===== src/rtl/rvx_uart_debug_master.sv =====
// UART-driven debug bus master: 'W'/'R' command frames become single bus transactions, with replies sent back over uart_tx.
// Optional bus-response timeout is enabled by defining RVX_UART_DEBUG_MASTER_TIMEOUT_EN.
//
// state      | meaning
// S_IDLE     | waiting for a command byte
// S_ADDR     | collecting 4 address bytes, MSB first
// S_DATA     | collecting 4 write-data bytes, MSB first
// S_BUS_REQ  | one-cycle request strobe
// S_BUS_WAIT | waiting for the matching bus response
// S_REPLY    | shifting reply bytes out on uart_tx
module rvx_uart_debug_master #(
    parameter int CLOCK_FREQUENCY = 50000000,
    parameter int UART_BAUD_RATE  = 115200,
    parameter int TIMEOUT_CYCLES  = 1024
) (
    input  logic        clock,
    input  logic        reset_n,
    input  logic        uart_rx,
    output logic        uart_tx,
    output logic [31:0] rw_address,
    output logic [31:0] write_data,
    output logic        write_request,
    input  logic        write_response,
    output logic        read_request,
    input  logic [31:0] read_data,
    input  logic        read_response,
    output logic        busy
);
    localparam int CPB  = CLOCK_FREQUENCY / UART_BAUD_RATE;
    localparam int HALF = CPB / 2;
    localparam int CW   = $clog2(CPB + 1);

    localparam logic [7:0] CMD_W = 8'h57;
    localparam logic [7:0] CMD_R = 8'h52;
    localparam logic [7:0] ACK   = 8'h06;
    localparam logic [7:0] NAK   = 8'h15;

    typedef enum logic [2:0] {S_IDLE, S_ADDR, S_DATA, S_BUS_REQ, S_BUS_WAIT, S_REPLY} state_t;
    typedef enum logic [1:0] {RX_IDLE, RX_BITS, RX_BREAK} rx_state_t;

    rx_state_t   rx_state_q;
    logic [CW-1:0] rx_cnt_q;
    logic [3:0]  rx_bit_q;
    logic [7:0]  rx_shift_q;
    logic        rx_valid_q;

    state_t      state_q;
    logic        is_write_q;
    logic [1:0]  byte_cnt_q;
    logic [31:0] rw_address_q;
    logic [31:0] write_data_q;
    logic        write_request_q;
    logic        read_request_q;
    logic        busy_q;
    logic        uart_tx_q;
    logic [8:0]  tx_shift_q;
    logic [3:0]  tx_bit_q;
    logic [CW-1:0] tx_cnt_q;
    logic [31:0] reply_q;
    logic [2:0]  reply_left_q;
`ifdef RVX_UART_DEBUG_MASTER_TIMEOUT_EN
    localparam int TW = $clog2(TIMEOUT_CYCLES + 1);
    logic [TW-1:0] to_cnt_q;
`endif

    // Receiver; after a framing error the line must return high before a new start is accepted.
    always_ff @(posedge clock or negedge reset_n) begin
        if (!reset_n) begin
            rx_state_q <= RX_IDLE;
            rx_cnt_q   <= '0;
            rx_bit_q   <= '0;
            rx_shift_q <= '0;
            rx_valid_q <= 1'b0;
        end else begin
            rx_valid_q <= 1'b0;
            case (rx_state_q)
                RX_IDLE: begin
                    if (!uart_rx) begin
                        if (rx_cnt_q == CW'(HALF - 1)) begin
                            rx_state_q <= RX_BITS;
                            rx_cnt_q   <= CW'(CPB - 1);
                            rx_bit_q   <= '0;
                        end else begin
                            rx_cnt_q <= rx_cnt_q + 1'b1;
                        end
                    end else begin
                        rx_cnt_q <= '0;
                    end
                end
                RX_BITS: begin
                    if (rx_cnt_q == '0) begin
                        rx_cnt_q <= CW'(CPB - 1);
                        if (rx_bit_q == 4'd8) begin
                            rx_cnt_q <= '0;
                            if (uart_rx) begin
                                rx_valid_q <= 1'b1;
                                rx_state_q <= RX_IDLE;
                            end else begin
                                rx_state_q <= RX_BREAK;
                            end
                        end else begin
                            rx_shift_q <= {uart_rx, rx_shift_q[7:1]};
                            rx_bit_q   <= rx_bit_q + 1'b1;
                        end
                    end else begin
                        rx_cnt_q <= rx_cnt_q - 1'b1;
                    end
                end
                RX_BREAK: if (uart_rx) rx_state_q <= RX_IDLE;
                default:  rx_state_q <= RX_IDLE;
            endcase
        end
    end

    // Entering S_REPLY with tx_bit_q=9/tx_cnt_q=0 makes the first byte load through the same path as the rest.
    always_ff @(posedge clock or negedge reset_n) begin
        if (!reset_n) begin
            state_q         <= S_IDLE;
            is_write_q      <= 1'b0;
            byte_cnt_q      <= '0;
            rw_address_q    <= '0;
            write_data_q    <= '0;
            write_request_q <= 1'b0;
            read_request_q  <= 1'b0;
            busy_q          <= 1'b0;
            uart_tx_q       <= 1'b1;
            tx_shift_q      <= '0;
            tx_bit_q        <= '0;
            tx_cnt_q        <= '0;
            reply_q         <= '0;
            reply_left_q    <= '0;
`ifdef RVX_UART_DEBUG_MASTER_TIMEOUT_EN
            to_cnt_q        <= '0;
`endif
        end else begin
            write_request_q <= 1'b0;
            read_request_q  <= 1'b0;
            case (state_q)
                S_IDLE: begin
                    if (rx_valid_q) begin
                        busy_q <= 1'b1;
                        if (rx_shift_q == CMD_W || rx_shift_q == CMD_R) begin
                            is_write_q <= (rx_shift_q == CMD_W);
                            byte_cnt_q <= '0;
                            state_q    <= S_ADDR;
                        end else begin
                            reply_q      <= {NAK, 24'h0};
                            reply_left_q <= 3'd1;
                            tx_bit_q     <= 4'd9;
                            tx_cnt_q     <= '0;
                            state_q      <= S_REPLY;
                        end
                    end
                end
                S_ADDR: begin
                    if (rx_valid_q) begin
                        rw_address_q <= {rw_address_q[23:0], rx_shift_q};
                        byte_cnt_q   <= byte_cnt_q + 1'b1;
                        if (byte_cnt_q == 2'd3) begin
                            if (is_write_q) begin
                                state_q <= S_DATA;
                            end else begin
                                state_q        <= S_BUS_REQ;
                                read_request_q <= 1'b1;
                            end
                        end
                    end
                end
                S_DATA: begin
                    if (rx_valid_q) begin
                        write_data_q <= {write_data_q[23:0], rx_shift_q};
                        byte_cnt_q   <= byte_cnt_q + 1'b1;
                        if (byte_cnt_q == 2'd3) begin
                            state_q         <= S_BUS_REQ;
                            write_request_q <= 1'b1;
                        end
                    end
                end
                S_BUS_REQ: begin
                    state_q <= S_BUS_WAIT;
`ifdef RVX_UART_DEBUG_MASTER_TIMEOUT_EN
                    to_cnt_q <= TW'(TIMEOUT_CYCLES - 1);
`endif
                end
                S_BUS_WAIT: begin
                    if (is_write_q && write_response) begin
                        reply_q      <= {ACK, 24'h0};
                        reply_left_q <= 3'd1;
                        tx_bit_q     <= 4'd9;
                        tx_cnt_q     <= '0;
                        state_q      <= S_REPLY;
                    end else if (!is_write_q && read_response) begin
                        reply_q      <= read_data;
                        reply_left_q <= 3'd4;
                        tx_bit_q     <= 4'd9;
                        tx_cnt_q     <= '0;
                        state_q      <= S_REPLY;
                    end
`ifdef RVX_UART_DEBUG_MASTER_TIMEOUT_EN
                    else if (to_cnt_q == '0) begin
                        reply_q      <= {NAK, 24'h0};
                        reply_left_q <= 3'd1;
                        tx_bit_q     <= 4'd9;
                        tx_cnt_q     <= '0;
                        state_q      <= S_REPLY;
                    end else begin
                        to_cnt_q <= to_cnt_q - 1'b1;
                    end
`endif
                end
                S_REPLY: begin
                    if (tx_cnt_q != '0) begin
                        tx_cnt_q <= tx_cnt_q - 1'b1;
                    end else if (tx_bit_q != 4'd9) begin
                        uart_tx_q  <= tx_shift_q[0];
                        tx_shift_q <= {1'b1, tx_shift_q[8:1]};
                        tx_bit_q   <= tx_bit_q + 1'b1;
                        tx_cnt_q   <= CW'(CPB - 1);
                    end else if (reply_left_q != '0) begin
                        uart_tx_q    <= 1'b0;
                        tx_shift_q   <= {1'b1, reply_q[31:24]};
                        reply_q      <= {reply_q[23:0], 8'h00};
                        reply_left_q <= reply_left_q - 1'b1;
                        tx_bit_q     <= '0;
                        tx_cnt_q     <= CW'(CPB - 1);
                    end else begin
                        state_q <= S_IDLE;
                        busy_q  <= 1'b0;
                    end
                end
                default: state_q <= S_IDLE;
            endcase
        end
    end

    assign uart_tx       = uart_tx_q;
    assign rw_address    = rw_address_q;
    assign write_data    = write_data_q;
    assign write_request = write_request_q;
    assign read_request  = read_request_q;
    assign busy          = busy_q;
endmodule


===== config.mk =====
export PLATFORM = sky130hd
export DESIGN_NAME = rvx_uart_debug_master
export DESIGN_NICKNAME = d
export VERILOG_FILES = /design/src/rtl/rvx_uart_debug_master.sv
export SDC_FILE = /design/constraint.sdc
export NUM_CORES = 1
export LEC_CHECK = 0
export ABC_AREA = 1
export BUFFER_PORTS_ARGS = -buffer_cell sky130_fd_sc_hd__buf_4
export CORE_MARGIN = 3
export CORE_UTILIZATION = 62
export CTS_CLUSTER_DIAMETER = 30
export CTS_CLUSTER_SIZE = 10
export DETAILED_ROUTE_END_ITERATION = 10
export HOLD_SLACK_MARGIN = 0.08
export PLACE_DENSITY = 0.85
export RECOVER_POWER = 100
export SLEW_MARGIN = 20
export SYNTH_ARGS = -nofsm -noshare
export SYNTH_HDL_FRONTEND = slang
export SYNTH_SLANG_ARGS = --single-unit

===== constraint.sdc =====
create_clock -name clock -period 4.6 [get_ports clock]
set_clock_uncertainty 0.2 [all_clocks]
set_input_delay 0.23 -clock clock [delete_from_list [all_inputs] [get_ports clock]]
set_output_delay 0.23 -clock clock [all_outputs]
set_load 0.05 [all_outputs]

==> metrics, run 1 <==
status finished, violations left; failing checks max-capacitance violations, max-slew violations; layout cell share with drive strength beyond 1 0.126; post-route insts no fill 1,232; Compound-Gate Fraction of Synth Area 0.113; RSZ-0062 raised after global routing no; final net count roughly 1,100; clk sinks around 160; power share of the clock group 0.306; fin util 0.765; Critical Path Start state_q[0]; CP Max Fanout 37; GRT Total Usage 0.257; Pleak around 4.8 nW; Hold Crit Class input pin to register; Least-Margin Pin Slew 1.83 ns; Combinational Power Share 0.334; Post-Route WL 17,700 um; flops & latches, synth 155; n_diodes 0; largest net degree at the start of global routing 77; initial antenna violation count 0; Post-synth EDFFs 0; critical path's slowest cell nand2_1; HPWL Detailed approximately 11,000 um; Yosys Warn Count 0; Clock Path Buffers 2; Unique masters post-synth 36; multiplexer area fraction after synthesis 0.0667; Final Slew Violations between 100 and 150; top-count cell post-synth nand2_1; Post-CTS Resized 0; Area growth syn-to-layout 19.4%; Post-DP Area between 8000 and 9000 um^2; deepest level of the CTS H-tree 4; CP required between 4 and 5 ns; cell count after synthesis ~920; cell mode on critical path nand2_1; Yosys top cell area share 0.496; post-route ant nets 0; WS Path Type register to register; xor/xnor share of the synthesized area 0.00790; fin crit period ~3.6 ns; die height between 100 and 150 um; setup ws final between 1 and 1.5 ns; CP endpoint kind register; Max IR drop VDD between 0.4 and 0.5 mV; Arrival @ worst endpoint between 3 and 4 ns; Post-synth top cells nand2_1, dfrtp_1, inv_1; synthesized area 7760 um^2; first-pass GRT wire length about 30,000 um; Worst-path clk slew 0.06 ns; Skew-Pair Late Insertion Delay ~0.43 ns; Num CTS Buffers 17; largest family of logic cells by synthesized area simple AND/OR/NAND/NOR gates; post-synth net total a little under 1,000; dominant cell type by area after synthesis dfrtp_1; max incr delay on CP approximately 0.81 ns; Post-Synth Simple-Gate Area 0.225; post-route cell area 9270 um^2; Root Driver clkbuf_16; Sw Share 0.385; I/O pin count around 110; # placed instances 1,166; Net Sw Power approximately 1.7 mW; worst slack, placed roughly 1.8 ns; final hold vios 0; Initial Utilization 0.641; TritonCTS clock tree done; Final setup viols 0; CP Launch Type register; Final period util 0.776; Seq pwr share 0.360; DR vias/cell about 5.3; Internal 2.79 mW; PwrDens 490 nW/um^2; Congestion Overflow GR 0; adder-cell share of the synthesized area 0.0177; drt wl/cell ~14 um; IO buf count between 100 and 150; Final TNS setup 0 ns; die area 13,900 um^2; fmax ~0.28 GHz; max cap viols 3; vias in the first global route 6,293; Die X 118 um; number of DRC markers in iteration 0 561; Relative slew margins -0.218; drc violations 0; gpl congestion between 0.8 and 0.9; Core Region approximately 12,000 um^2; FFs w/ async S/R, synth 1.00; vias ~6,500; top_reg_cell synth dfrtp_1; hold_sp read_response; worst-path cell chain clkinv_1 -> nor2_1 -> nand2_1 -> inv_1 -> nand2_1 -> nand2_4 -> nor2_8 -> nand2_1 -> nand2_1; Syn Area/Cell 8.42 um^2; top area cells in the synthesized netlist dfrtp_1, nand2_1, mux2_2; sequential fraction of the synthesis area 0.500; origin of the critical flop-to-flop path state_q[0]; Initial DRT Pass Iterations 5; postcts setup bufs 0; row count 40
==> sequential cells by signal, indices dropped and copies added, names as in the netlist <==
signal / cells
busy: 1
byte_cnt_q: 2
is_write_q: 1
read_request: 1
reply_left_q: 3
reply_q: 32
rw_address: 32
rx_bit_q: 4
rx_cnt_q: 9
rx_shift_q: 8
rx_state_q: 2
rx_valid_q: 1
state_q: 3
tx_bit_q: 4
tx_cnt_q: 9
tx_shift_q: 9
uart_tx: 1
write_data: 32
write_request: 1
==> cell families after synthesis <==
family | Yosys count
buffers and inverters | 133
adders and majority gates | 11
and+or+nand+nor | 418
muxes | 46
AOI/OAI and AO/OA | 152
DFF | 155
xor gates and xnor gates | 7
==> worst paths after layout <==
check	to	slack, ns	cells past startpoint
max	reply_q[13]	1.03	9
min	state_q[2]	0.13	6
max reg2reg	reply_q[13]	1.03	9
min reg2reg	tx_shift_q[8]	0.27	2
max in group asynchronous	rx_cnt_q[3]	1.95	3
min in group asynchronous	tx_bit_q[3]	0.20	2
==> through the flow <==
stage          power, mW  hold slack (ns)
4_1_cts             4.56            0.142
3_3_place_gp        3.10            0.102
2_1_floorplan       2.89           -0.266
3_5_place_dp        3.13           0.0992
5_1_grt             4.82            0.178
6_report            4.54            0.129
==> cells in the final DEF (no fill, tap or decap), types with 2 or more instances in the layout <==
cell             n
mux2_2          46
clkinvlp_4       2
buf_4           37
dlygate4sd3_1   34
inv_2            5
clkbuf_1        71
or2_2            6
clkbuf_8         3
nor2_1          71
o21bai_1        39
nand2_1        277
clkinv_1         2
o21ai_1         13
nand4_1         12
xor2_1           5
inv_1           93
clkbuf_16       17
nand3_1         39
a21oi_1         15
o21ai_0         78
o211ai_1         3
nor3_1           4
clkinv_4         2
ha_1            11
dfrtp_1        154
inv_6            6
xnor2_1          2
==> repair_timing <==
action                                  in CTS  in global routing
endpoints found under the setup margin       0                  0
hold endpoints to repair                   111                  0
hold buffers                                34                  0
==> area by class of cell <==
class	instances	area (um^2)
sequential	155	3880
clock inverter	12	126
clock buffer	20	467
timing repair buffer	143	896
fill	890	2840
tap	168	210
multi-input combinational	634	3320
inverter	100	375
==> power by group through the flow <==
stage               combinational [mW]  clock [mW]  sequential [mW]
floorplan                         1.24           0             1.64
global placement                  1.45           0             1.65
detailed placement                1.48           0             1.66
CTS                               1.52        1.40             1.63
global route                      1.71        1.46             1.65
finish                            1.52        1.39             1.64
==> layer usage <==
metal	up-vias	GRT usage	wire (um)	part of all wire
li1	3222	-	-	-
met1	3100	0.325	7570	0.43
met4	0	0.0872	359	0.020
met3	31	0.0557	866	0.049
met2	184	0.441	8890	0.50
met5	-	0	0	0
==> critical path: cells and delay by family (launching register included) <==
family | cells | cell delay [ns]
flip-flops | 1 | 0.46
AND/OR/NAND/NOR | 7 | 2.29
buffers and inverters | 2 | 0.53
Power figures use the tool's default switching activity.
==> inputs of run 2 (changes only) <==
Settings changed: CORE_UTILIZATION 62 to 58, PLACE_DENSITY 0.85 to 0.8.
Clock period 4.6 ns to 3.3 ns, I/O delays scaled along.
==> run 2 against run 1 <==
The flow still finishes with violations (max-capacitance violations, max-slew violations). Flip-flop and latch count stayed put. Clock power increased by 42%. Register-to-register slack got worse by 0.51 ns. Die area grew 6.5%. Design area is 0.63% higher. Maximum frequency up 28%. Critical path depth decreased by 4.
==> metrics, run 2 (same netlist as run 1, synthesis figures left out) <==
status finished, violations left (unchanged); failing checks max-capacitance violations, max-slew violations (unchanged); max cap viols 1 (was 3); CP endpoint kind register (unchanged); drc violations 0 (unchanged); Final TNS setup 0 ns (unchanged); IO buf count 104 (unchanged); vias 6,417 (was 6,537); Die X 122 um (was 118 um); Hold Crit Class input pin to register (unchanged); number of DRC markers in iteration 0 461 (was 561); Worst-path clk slew 0.06 ns (about the same); commonest non-fill, non-tap cell in the layout nand2_1 (unchanged); Least-Margin Pin Slew 1.79 ns (was 1.83 ns); fin util 0.725 (was 0.765); final hold vios 0 (unchanged); Post-DP Area 8670 um^2 (was 8630 um^2); CP Max Fanout 42 (was 37); clk sinks 155 (unchanged); Post-CTS Resized 0 (unchanged); Final period util 0.843 (was 0.776); Initial DRT Pass Iterations 5 (unchanged); origin of the critical flop-to-flop path rx_valid_q (was state_q[0]); # placed instances 1,173 (was 1,166); vias in the first global route 6,058 (was 6,293); I/O pin count 105 (unchanged); hold path endpoint state_q[2] (unchanged); Congestion Overflow GR 0 (unchanged); final net count 1,102 (was 1,099); WS Path Type register to register (unchanged); Relative slew margins -0.195 (was -0.218); Root Driver clkbuf_16 (unchanged); die area 14,800 um^2 (was 13,900 um^2); worst r2r dst write_data[30] (was reply_q[13]); largest net degree at the start of global routing 105 (was 77); post-route insts no fill 1,240 (was 1,232); Clock Path Buffers 2 (unchanged); TritonCTS clock tree done (unchanged); RSZ-0062 raised after global routing no (unchanged); Max IR drop VDD 0.440 mV (was 0.444 mV); Arrival @ worst endpoint 2.89 ns (was 3.72 ns); deepest level of the CTS H-tree 4 (unchanged); Area growth syn-to-layout 20.1% (was 19.4%); post-route ant nets 0 (unchanged); r2r worst-path depth 5 (was 9); most frequent cells in the layout nand2_1, dfrtp_1, inv_1, o21ai_0, nor2_1 (was nand2_1, dfrtp_1, inv_1, o21ai_0); fmax 0.360 GHz (was 0.280 GHz); HPWL Detailed 11,100 um (was 10,900 um); Core Region 12,900 um^2 (was 12,100 um^2); Final Slew Violations 43 (was 117); DR vias/cell 5.18 (was 5.31); first-pass GRT wire length 28,800 um (was 29,300 um); CP Launch Type register (unchanged); Critical Path Start rx_valid_q (was state_q[0]); gpl congestion 0.901 (was 0.897); drt wl/cell 14.1 um (was 14.4 um); Num CTS Buffers 17 (unchanged); Pleak 4.85 nW (was 4.82 nW); Worst Hold Depth 6 (unchanged); PwrDens 686 nW/um^2 (was 490 nW/um^2); fin crit period 2.78 ns (was 3.57 ns); hold_sp read_response (unchanged); row count 41 (was 40); layout cell share with drive strength beyond 1 0.129 (was 0.126); flop-to-flop setup slack 0.52 ns (was 1.03 ns); Skew-Pair Late Insertion Delay 0.43 ns (about the same); initial antenna violation count 1 (was 0); post-route cell area 9330 um^2 (was 9270 um^2); Post-Route WL 17,500 um (was 17,700 um); GRT Total Usage 0.246 (was 0.257); die height 122 um (was 118 um); Initial Utilization 0.603 (was 0.641); CP required 3.41 ns (was 4.76 ns); Final setup viols 0 (unchanged)
run 2: changes by cell type in the layout (fill, tap and decap cells not counted), moves of 2 or more:
| cell | change |
|---|---|
| nand2_2 | +2 |
| o21ai_0 | +2 |
| clkinvlp_4 | -2 |
| buf_4 | +2 |
| nand2_1 | -3 |
| o21ai_1 | -2 |
| clkbuf_8 | -2 |
run 2: what timing repair did:
item                                   4_1_cts  5_1_grt
endpoints found under the hold margin      144        0
setup buffers                                0        0
hold buffers                                34        0
run 2: how the worst max path moves through the flow:
stage | end | slack (ns) | cells after the start
2_1_floorplan | reply_left_q[2] | 1.40 | 10
5_1_grt | write_data[12] | 0.30 | 5
4_1_cts | reply_q[27] | 0.76 | 10
6_report | write_data[30] | 0.52 | 5
3_5_place_dp | reply_q[16] | 0.78 | 10
3_3_place_gp | reply_q[29] | 0.84 | 10
run 2: through the flow:
step | total power [mW] | setup WS, ns | hold slack [ns]
after global placement | 4.38 | 0.843 | 0.148
after detailed placement | 4.42 | 0.783 | 0.136
after global routing | 6.85 | 0.304 | 0.114
after CTS | 6.45 | 0.762 | 0.0834
final | 6.40 | 0.519 | 0.0693
after floorplan | 4.02 | 1.40 | -0.331
run 2: area by class of cell:
| type | instances | area (um^2) |
|---|---|---|
| sequential | 155 | 3880 |
| fill | 1026 | 3550 |
| multi-input combinational | 634 | 3330 |
| timing repair buffer | 146 | 932 |
| clock buffer | 19 | 443 |
| inverter | 100 | 375 |
| tap | 172 | 215 |
| clock inverter | 13 | 155 |
| antenna | 1 | 2.50 |
run 2: report_power, final:
part           internal, mW  switching, mW
Sequential             2.15          0.136
Combinational         0.662           1.48
Clock                  1.16          0.814
Total                  3.96           2.43
run 2: critical path: stages, from the launching register on:
cell	delay, ns
dfrtp_1	0.46
inv_1	0.11
nor2_1	0.06
nand2_1	0.09
clkbuf_1	1.29
mux2_2	0.45
run 2: per-layer routing:
metal,up-vias,part of all wire,global-route usage
met5,-,0,0
met1,2991,0.44,0.312
met3,31,0.043,0.0529
met4,0,0.023,0.108
li1,3241,-,-
met2,154,0.50,0.409
